File: src/rtl/runner_ctrl_if.sv
// Signal bundle between the game-loop controller and its surroundings
// (debounced keys, painter, collision logic and the sprite/horizon consumers).
interface runner_ctrl_if #(
    parameter int unsigned TIMER_W = 6,
    parameter int unsigned SPEED_W = 15
);
    logic               painter_finished;
    logic               jumping;
    logic               pause_req;
    logic               crash;
    logic               update;
    logic [TIMER_W-1:0] timer;
    logic [SPEED_W-1:0] speed;
    logic               start;
    logic               restart;
    logic               has_obstacles;
    logic [2:0]         state;

    modport master (
        output painter_finished, jumping, pause_req, crash,
        input  update, timer, speed, start, restart, has_obstacles, state
    );

    modport slave (
        input  painter_finished, jumping, pause_req, crash,
        output update, timer, speed, start, restart, has_obstacles, state
    );
endinterface

File: src/rtl/runner_ctrl.sv
// Game-loop controller: frame update pulses from painter completion, game FSM with
// pause and post-crash lockout, speed ramp and obstacle gating.
module runner_ctrl #(
    parameter int unsigned FPS            = 60,
    parameter int unsigned TIMER_W        = 6,
    parameter int unsigned SPEED_W        = 15,
    parameter int unsigned SPEED_INIT     = 6144,
    parameter int unsigned SPEED_MAX      = 13312,
    parameter int unsigned ACCEL          = 1,
    parameter int unsigned CLEAR_FRAMES   = 180,
    parameter int unsigned CLEAR_W        = 8,
    parameter int unsigned LOCKOUT_FRAMES = 30,
    parameter int unsigned PAUSE_ENABLE   = 1
) (
    input logic          clk,
    input logic          rst,
    runner_ctrl_if.slave bus
);

    if (FPS < 1 || FPS > (1 << TIMER_W)) begin : g_bad_fps
        $error("runner_ctrl: FPS must be in 1..2**TIMER_W");
    end
    if (SPEED_INIT > SPEED_MAX) begin : g_bad_init
        $error("runner_ctrl: SPEED_INIT must not exceed SPEED_MAX");
    end
    if (SPEED_MAX >= (1 << SPEED_W)) begin : g_bad_max
        $error("runner_ctrl: SPEED_MAX must fit in SPEED_W bits");
    end
    if (CLEAR_FRAMES >= (1 << CLEAR_W)) begin : g_bad_clear
        $error("runner_ctrl: CLEAR_FRAMES must fit in CLEAR_W bits");
    end

    localparam int unsigned LockW = (LOCKOUT_FRAMES > 1) ? $clog2(LOCKOUT_FRAMES + 1) : 1;

    localparam logic [TIMER_W-1:0] TimerLast = TIMER_W'(FPS - 1);
    localparam logic [SPEED_W-1:0] SpeedInit = SPEED_W'(SPEED_INIT);
    localparam logic [SPEED_W:0]   SpeedMaxW = (SPEED_W + 1)'(SPEED_MAX);
    localparam logic [SPEED_W:0]   AccelW    = (SPEED_W + 1)'(ACCEL);
    localparam logic [CLEAR_W-1:0] ClearTgt  = CLEAR_W'(CLEAR_FRAMES);
    localparam logic [LockW-1:0]   LockInit  = LockW'(LOCKOUT_FRAMES);
    localparam bit                 PauseOn   = (PAUSE_ENABLE != 0);

    typedef enum logic [2:0] {
        StWaiting    = 3'd0,
        StRunning    = 3'd1,
        StPaused     = 3'd2,
        StCrashed    = 3'd3,
        StRestarting = 3'd4
    } state_e;

    state_e             state_q, state_d;
    logic               update_q, update_d;
    logic [TIMER_W-1:0] timer_q, timer_d;
    logic [SPEED_W-1:0] speed_q, speed_d;
    logic               start_q, start_d;
    logic               has_obs_q, has_obs_d;
    logic [CLEAR_W-1:0] clear_q, clear_d;
    logic [LockW-1:0]   lock_q, lock_d;
    logic               pf_last_q, jump_last_q, pause_last_q;

    logic               pf_rise, jump_rise, pause_rise;
    logic [SPEED_W:0]   speed_sum;
    logic [SPEED_W-1:0] speed_step;
    logic [CLEAR_W-1:0] clear_inc;

    assign pf_rise    = bus.painter_finished & ~pf_last_q;
    assign jump_rise  = bus.jumping & ~jump_last_q;
    assign pause_rise = bus.pause_req & ~pause_last_q;

    // One extra bit keeps the ramp from wrapping before the ceiling clamp.
    assign speed_sum  = {1'b0, speed_q} + AccelW;
    assign speed_step = (speed_sum > SpeedMaxW) ? SpeedMaxW[SPEED_W-1:0]
                                                : speed_sum[SPEED_W-1:0];
    assign clear_inc  = (clear_q == '1) ? clear_q : clear_q + CLEAR_W'(1);

    always_ff @(posedge clk) begin
        if (!rst) begin
            state_q      <= StWaiting;
            update_q     <= 1'b0;
            timer_q      <= '0;
            speed_q      <= '0;
            start_q      <= 1'b0;
            has_obs_q    <= 1'b0;
            clear_q      <= '0;
            lock_q       <= '0;
            pf_last_q    <= 1'b0;
            jump_last_q  <= 1'b0;
            pause_last_q <= 1'b0;
        end else begin
            state_q      <= state_d;
            update_q     <= update_d;
            timer_q      <= timer_d;
            speed_q      <= speed_d;
            start_q      <= start_d;
            has_obs_q    <= has_obs_d;
            clear_q      <= clear_d;
            lock_q       <= lock_d;
            pf_last_q    <= bus.painter_finished;
            jump_last_q  <= bus.jumping;
            pause_last_q <= bus.pause_req;
        end
    end

    always_comb begin
        state_d   = state_q;
        update_d  = pf_rise;
        timer_d   = timer_q;
        speed_d   = speed_q;
        start_d   = start_q;
        has_obs_d = has_obs_q;
        clear_d   = clear_q;
        lock_d    = lock_q;

        if (pf_rise) begin
            timer_d = (timer_q == TimerLast) ? '0 : timer_q + TIMER_W'(1);
        end

        unique case (state_q)
            StWaiting: begin
                if (update_q && bus.jumping) begin
                    state_d = StRunning;
                    start_d = 1'b1;
                    speed_d = SpeedInit;
                    clear_d = '0;
                end
            end
            StRunning: begin
                // Crash wins over pause, and a pause swallows the step of its cycle.
                if (bus.crash) begin
                    state_d = StCrashed;
                    lock_d  = LockInit;
                end else if (pause_rise && PauseOn) begin
                    state_d = StPaused;
                end else if (update_q) begin
                    clear_d = clear_inc;
                    speed_d = speed_step;
                    if (clear_inc >= ClearTgt) begin
                        has_obs_d = 1'b1;
                    end
                end
            end
            StPaused: begin
                if (pause_rise) begin
                    state_d = StRunning;
                end
            end
            StCrashed: begin
                if (jump_rise && lock_q == '0) begin
                    state_d   = StRestarting;
                    start_d   = 1'b0;
                    speed_d   = '0;
                    clear_d   = '0;
                    has_obs_d = 1'b0;
                end else if (update_q && lock_q != '0) begin
                    lock_d = lock_q - LockW'(1);
                end
            end
            StRestarting: begin
                if (!bus.jumping) begin
                    state_d = StWaiting;
                end
            end
            default: state_d = StWaiting;
        endcase
    end

    assign bus.update        = update_q;
    assign bus.timer         = timer_q;
    assign bus.speed         = speed_q;
    assign bus.start         = start_q;
    assign bus.restart       = (state_q == StRestarting);
    assign bus.has_obstacles = has_obs_q;
    assign bus.state         = state_q;

endmodule

File: src/flat_wrapper.sv
// flat-port wrapper written by rule: the top's interface ports become plain ports
module runner_ctrl_flat 
#(
    parameter int unsigned FPS            = 60,
    parameter int unsigned TIMER_W        = 6,
    parameter int unsigned SPEED_W        = 15,
    parameter int unsigned SPEED_INIT     = 6144,
    parameter int unsigned SPEED_MAX      = 13312,
    parameter int unsigned ACCEL          = 1,
    parameter int unsigned CLEAR_FRAMES   = 180,
    parameter int unsigned CLEAR_W        = 8,
    parameter int unsigned LOCKOUT_FRAMES = 30,
    parameter int unsigned PAUSE_ENABLE   = 1
)
  (clk, rst, bus_painter_finished, bus_jumping, bus_pause_req, bus_crash, bus_update, bus_timer, bus_speed, bus_start, bus_restart, bus_has_obstacles, bus_state);
  runner_ctrl_if #(.TIMER_W(TIMER_W), .SPEED_W(SPEED_W)) bus_i ();
  input logic clk;
  input logic rst;
  input wire logic [$bits(bus_i.painter_finished)-1:0] bus_painter_finished;
  input wire logic [$bits(bus_i.jumping)-1:0] bus_jumping;
  input wire logic [$bits(bus_i.pause_req)-1:0] bus_pause_req;
  input wire logic [$bits(bus_i.crash)-1:0] bus_crash;
  output wire logic [$bits(bus_i.update)-1:0] bus_update;
  output wire logic [$bits(bus_i.timer)-1:0] bus_timer;
  output wire logic [$bits(bus_i.speed)-1:0] bus_speed;
  output wire logic [$bits(bus_i.start)-1:0] bus_start;
  output wire logic [$bits(bus_i.restart)-1:0] bus_restart;
  output wire logic [$bits(bus_i.has_obstacles)-1:0] bus_has_obstacles;
  output wire logic [$bits(bus_i.state)-1:0] bus_state;
  assign bus_i.painter_finished = bus_painter_finished;
  assign bus_i.jumping = bus_jumping;
  assign bus_i.pause_req = bus_pause_req;
  assign bus_i.crash = bus_crash;
  assign bus_update = bus_i.update;
  assign bus_timer = bus_i.timer;
  assign bus_speed = bus_i.speed;
  assign bus_start = bus_i.start;
  assign bus_restart = bus_i.restart;
  assign bus_has_obstacles = bus_i.has_obstacles;
  assign bus_state = bus_i.state;
  runner_ctrl #(.FPS(FPS), .TIMER_W(TIMER_W), .SPEED_W(SPEED_W), .SPEED_INIT(SPEED_INIT), .SPEED_MAX(SPEED_MAX), .ACCEL(ACCEL), .CLEAR_FRAMES(CLEAR_FRAMES), .CLEAR_W(CLEAR_W), .LOCKOUT_FRAMES(LOCKOUT_FRAMES), .PAUSE_ENABLE(PAUSE_ENABLE)) u_core (.clk(clk), .rst(rst), .bus(bus_i));
endmodule
File: config.mk
export PLATFORM = sky130hd
export DESIGN_NAME = runner_ctrl_flat
export DESIGN_NICKNAME = d
export VERILOG_FILES = /design/src/rtl/runner_ctrl_if.sv /design/src/rtl/runner_ctrl.sv /design/src/flat_wrapper.sv
export SDC_FILE = /design/constraint.sdc
export NUM_CORES = 1
export LEC_CHECK = 0
export CAP_MARGIN = 20
export CORE_MARGIN = 2
export CORE_UTILIZATION = 40
export DETAILED_ROUTE_END_ITERATION = 12
export GPL_TIMING_DRIVEN = 0
export PLACE_DENSITY = 0.6
export SLEW_MARGIN = 0
export SYNTH_ARGS = -nofsm -noshare
export SYNTH_HDL_FRONTEND = slang
export SYNTH_SLANG_ARGS = --single-unit
File: constraint.sdc
create_clock -name clk -period 2.7 [get_ports clk]
set_input_delay 0.27 -clock clk [delete_from_list [all_inputs] [get_ports clk]]
set_output_delay 0.27 -clock clk [all_outputs]
set_load 0.02 [all_outputs]
Word level (Yosys, flattened, before mapping)
Cells that the tools add are included.
{ "totals": {"reg_bits": 43, "input_bits": 6, "out_inout_bits": 28, "word_cells": 89} }
{ "classes": {"add_sub_neg": 4, "magnitude_cmp": 2, "n_eq_ne": 18, "n_mux": 34, "n_bitwise": 6, "reduce_logical": 14} }
{ "ops": {"columns": ["cell", "count"], "rows": [
  ["$mux 15", 6],
  ["$mux 8", 6],
  ["$pmux 15 s3", 1],
  ["$pmux 8 s3", 1],
  ["$mux 3", 6],
  ["$add 15x1->16 const B", 1],
  ["$gt 16x14->1 const B", 1],
  ["$mux 5", 3],
  ["$pmux 3 s5", 1],
  ["$ne 2x1->1 const B", 6],
  ["$reduce_and 6->1", 2],
  ["$ne 2x2->1 const B", 5],
  ["$pmux 5 s2", 1],
  ["$add 8x1->8 const B", 1],
  ["$eq 8x8->1 const B", 1],
  ["$ge 8x8->1 const B", 1],
  ["$add 6x1->6 const B", 1],
  ["$eq 3x2->1 const B", 2],
  ["$eq 6x6->1 const B", 1],
  ["$mux 1", 6],
  ["$mux 6", 1],
  ["$logic_not 5->1", 1],
  ["$reduce_and 5->1", 1],
  ["$reduce_bool 5->1", 1],
  ["other kinds (13)", 21]
]} }

Logic depth before layout (Yosys ltp)
{ "logic_depth": {"ltp_word": 8, "mapped_depth": 10, "mapped_depth_nobuf": 9} }

Worst setup path before layout
No wires, ideal clock.
{ "synth_path": {"path_kind": "flip-flop to flip-flop", "start": "register u_core.speed_q[0] (netlist: u_core.bus.speed[0])", "end": "register u_core.speed_q[6] (netlist: u_core.bus.speed[6])", "setup_time_ps": 141, "arrival_ps": 2214, "t_required_ps": 2559, "slack_ps": 345, "stages_incl_launch_ff": 11, "n_path_buf": 2, "synth_period_minus_slack_ps": 2355, "cell_sequence": "dfxtp_1 ha_1 and3_1 buf_6 xnor2_1 and3_1 o2111a_1 a311o_1 buf_6 a41oi_2 a31oi_1"} }
{ "synth_between": {"elab_chain_len": 7} }
{ "synth_lines": {"columns": ["element", "line_no", "source"], "rows": [
  ["from (decl)", "runner_ctrl.sv:54", "logic [SPEED_W-1:0] speed_q, speed_d;"],
  ["from (signal assigned)", "runner_ctrl.sv:93", "speed_q <= speed_d;"],
  ["$add 15x1->16 (*)", "runner_ctrl.sv:71", "assign speed_sum = {1'b0, speed_q} + AccelW;"],
  ["$gt 16x14->1", "runner_ctrl.sv:72", "assign speed_step = (speed_sum > SpeedMaxW) ? SpeedMaxW[SPEED_W-1:0]"],
  ["$mux 15 (*)", "runner_ctrl.sv:72", null],
  ["$mux 15 (*)", "runner_ctrl.sv:134", "end else if (update_q) begin"],
  ["$mux 15 (*)", "runner_ctrl.sv:132", "end else if (pause_rise && PauseOn) begin"],
  ["$mux 15 (*)", "runner_ctrl.sv:129", "if (bus.crash) begin"],
  ["$pmux 15 s3 (*)", "runner_ctrl.sv:118", "unique case (state_q)"]
]} }
Mark *: on every way between the ends. The rest lies on a longest branch, timed or not. The select of a mux whose other input is x is not followed.
A chain may end at the register's enable or synchronous reset.

Worst setup path in the final report
{ "layout_path": {"start": "register u_core.speed_q[0] (netlist: u_core.bus.speed[0])", "end": "register u_core.speed_q[4] (netlist: u_core.bus.speed[4])"} }
The elaborated chain is that of the path after synthesis.

==> summary.md <==
| Metric | Value |
|---|---|
| Tightest Pin Transition | `875 ps` |
| Largest net degree at the start of global routing | `15` |
| Die Footprint | `6890 um2` |
| Cells traversed along the worst timing path | `ha_1 > nand3_1 > nand4b_1 > a21boi_0 > o21ai_1 > and3_1 > buf_2 > nand4_1 > a31oi_1` |
| Final design instance area without fill | `3030 um2` |
| Buffers added on ports | `33` |
| Cts-stage hold buffer count | `0` |
| Post-synth top flop | `sky130_fd_sc_hd__dfxtp_1` |
| Multiplexer share of the synthesized area | `0.00401` |
| Worst hold path startpoint | `u_core.pf_last_q` |
| Sequential fraction of the synthesis area | `0.345` |
| Async SR Flop Fraction | `0` |
| Syn avg cell area | `7.90 um2` |
| Overall power after layout | `1.60 mW` |
| Final Critical Period | `2490 ps` |
| Initial drt markers | `126` |
| Netlist area before placement | `2500 um2` |
| Final Max Slew Viols | `0` |
| Worst endpoint required time | `2930 ps` |
| End point of the most critical hold path | `u_core.bus.update` |
| Non-filler cells in the finished layout | `432` |
| Most common library cells after synthesis | `sky130_fd_sc_hd__dfxtp_1, sky130_fd_sc_hd__nand2_1, sky130_fd_sc_hd__nor2_1` |
| Clk_skew | `6.91 ps` |
| Synth top area cells | `sky130_fd_sc_hd__dfxtp_1, sky130_fd_sc_hd__nand2_1, sky130_fd_sc_hd__nor2_1` |
| Number of placed I/O pins | `34` |
| HP Class | `flop to flop` |
| Setup tns final | `0 ps` |
| Worst-path clk slew | `90 ps` |
| Peak per-stage delay on the critical path | `490 ps` |
| Post-route setup slack | `206 ps` |
| Drt drc | `0` |
| Area growth from synthesis to layout | `21.3%` |
| Root buffer selected by CTS | `sky130_fd_sc_hd__clkbuf_8` |
| Post-DP HPWL | `4.58 mm` |
| Basic-gate share of the synthesized area counting and, or, nand and nor cells | `0.317` |
| ANT cells | `0` |
| Initial antenna violation count | `0` |
| Drt first pass iters | `4` |
| Critical path launch point type | `flop` |
| CTS Buffer Depth | `2` |
| Worst reg2reg path depth | `9` |
| Chip height | `83.0 um` |
| Placed Instance Area | `2920 um2` |
| Top fanout value on the critical path | `10` |
| Vias in the first global route | `2,203` |
| Die W | `83.0 um` |
| Crit path buffers/inverters | `1` |
| Global-route wire length before repair | `10.7 mm` |
| Library cells used by synthesis | `51` |
| Detail-routed via count per cell | `5.63` |
| Detailed-route via count | `2,430` |
| Maximum achievable frequency | `0.401 GHz` |
| R2R Setup Slk | `210 ps` |
| Most numerous cell in the Yosys netlist | `sky130_fd_sc_hd__dfxtp_1` |
| Adder and majority gate portion of the synthesized area | `0.0251` |
| Count of flip-flops with a built-in enable after synthesis | `0` |
| Final weighted congestion in routability-driven placement | `0.920` |
| Type of the worst setup path | `flop to flop` |
| Final setup vio count | `0` |
| Detail-routed net length per standard cell | `14.7 um` |
| Post-Place Worst Slack | `-87.8 ps` |
| Standard-cell row count | `28` |
| Net count after synthesis | `327` |
| Power density normalized to cell area | `530 nW/um2` |
| Sinks on the clock net | `43` |
| Gr usage total | `0.186` |
| Antenna violation net count after detailed routing | `0` |
| Portion of the clock cycle consumed by the worst path in the final layout | `0.924` |
| Placeable core region | `5990 um2` |
| Initial standard-cell utilization of the core | `0.417` |
| Data arrival, critical path | `2730 ps` |
| Count of placed standard cells including taps | `424` |
| R2R Path Start | `u_core.bus.speed[0]` |
| Instance count of the mapped netlist | `316` |
| Depth of the worst hold-timing path | `1` |
| Number of buffers created by CTS | `5` |
| Peak ir drop on the vdd network | `0.407 mV` |
| Total wire length | `6.34 mm` |
| TritonCTS clock tree | `built` |
| Share of the synthesized area in compound gates (AO/OA/AOI/OAI) | `0.204` |
| Global route total overflow | `0` |
| Top-area cell type share of the netlist area | `0.345` |
| Tightest hold margin | `427 ps` |
| Final Core Density | `0.505` |
| Maxcap violations | `0` |
| Cell type contributing the most total cell area after synthesis | `sky130_fd_sc_hd__dfxtp_1` |
| Critical R2R Capture | `u_core.bus.speed[4]` |
| Standby leakage power | `1.04 nW` |
| Number of H-tree levels | `2` |
| Slew Limit Headroom | `0.409` |
| Status | `completed` |
| Number of hold violations in the final report | `0` |
| Worst-Skew Late Latency | `300 ps` |
| Endpoint type of the worst setup path | `flop` |
| Synth warnings | `0` |
| Final-stage net count | `367` |
| Dominant combinational cell family by area after synthesis | `simple AND/OR/NAND/NOR gates` |
| Critical path's slowest cell | `sky130_fd_sc_hd__dfxtp_1` |
| Unrepaired setup endpoints after global routing | `no` |
| Crit-path leading delay family | `simple AND/OR/NAND/NOR gates` |
| Register bit count reported by yosys | `43` |
| XOR/XNOR Fraction of Synth Area | `0.0561` |
| Layout cells sized above 1 | `0.0728` |
[sequential cells by signal, summed over array words and instances, names as in the netlist]
name / count
u_core.jump_last_q: 1
u_core.bus.start: 1
u_core.bus.speed: 15
u_core.lock_q: 5
u_core.pf_last_q: 1
u_core.bus.has_obstacles: 1
u_core.bus.update: 1
u_core.bus.timer: 6
u_core.bus.state: 3
u_core.clear_q: 8
u_core.pause_last_q: 1
[area by class of cell]
cell class	count	area, um2
fill	584	2960
inverter	6	22.5
timing repair buffer	33	330
clock inverter	3	20.0
multi-input combinational	248	1530
tap	75	93.8
buffer	19	101
sequential	43	861
clock buffer	5	68.8
[worst max path at each step]
stage | start | endpoint | slack [ps] | depth (start not counted)
2_1_floorplan | u_core.bus.speed[0] | u_core.bus.speed[6] | 340 | 10
4_1_cts | u_core.bus.speed[0] | u_core.bus.speed[4] | 170 | 9
5_1_grt | u_core.bus.speed[0] | u_core.bus.speed[2] | 20 | 9
3_5_place_dp | bus_pause_req | u_core.clear_q[6] | -90 | 8
6_report | u_core.bus.speed[0] | u_core.bus.speed[4] | 210 | 9
3_3_place_gp | bus_pause_req | u_core.clear_q[2] | -60 | 8
[cell usage in the layout (no fill, tap or decap), drive strengths merged, types with 3 or more instances in the layout]
cell / n
nand2: 32
nor3: 9
a21boi: 13
and3: 9
xor2: 8
o2111ai: 3
nand4b: 3
a32oi: 4
xnor2: 8
ha: 5
a41oi: 3
nor2: 29
or3: 3
and4: 3
o22ai: 3
nor4: 6
dfxtp: 43
clkdlybuf4s50: 33
inv: 6
nand4: 13
nand3b: 4
o21ai: 14
clkbuf: 13
and2: 7
nor2b: 10
buf: 11
nand3: 17
a31oi: 7
a21oi: 17
[where the power goes]
group | switching, mW | internal [mW] | leakage (nW) | total, mW
Sequential | 0.0491 | 0.684 | 0.349 | 0.733
Clock | 0.237 | 0.180 | 0.0402 | 0.417
Combinational | 0.267 | 0.186 | 0.651 | 0.453
[per-layer routing]
metal  track usage  vias up  share of wire
met5             0        -              0
met3        0.0408        2          0.043
met4        0.0477        0         0.0062
li1              -     1242              -
met1         0.259     1130           0.49
met2         0.292       56           0.46
[cells by family after synthesis]
family                     after synthesis
muxes                                    1
adders and majority gates                5
xor gates and xnor gates                16
DFF                                     43
AOI/OAI and AO/OA                       75
and+or+nand+nor                        151
buffers and inverters                   25
[what timing repair did]
item | 4_1_cts | 5_1_grt
gates cloned | 0 | 0
resized for setup | 1 | 3
setup endpoints to repair | 1 | 7
setup buffers | 0 | 0
Power figures use the tool's default switching activity.
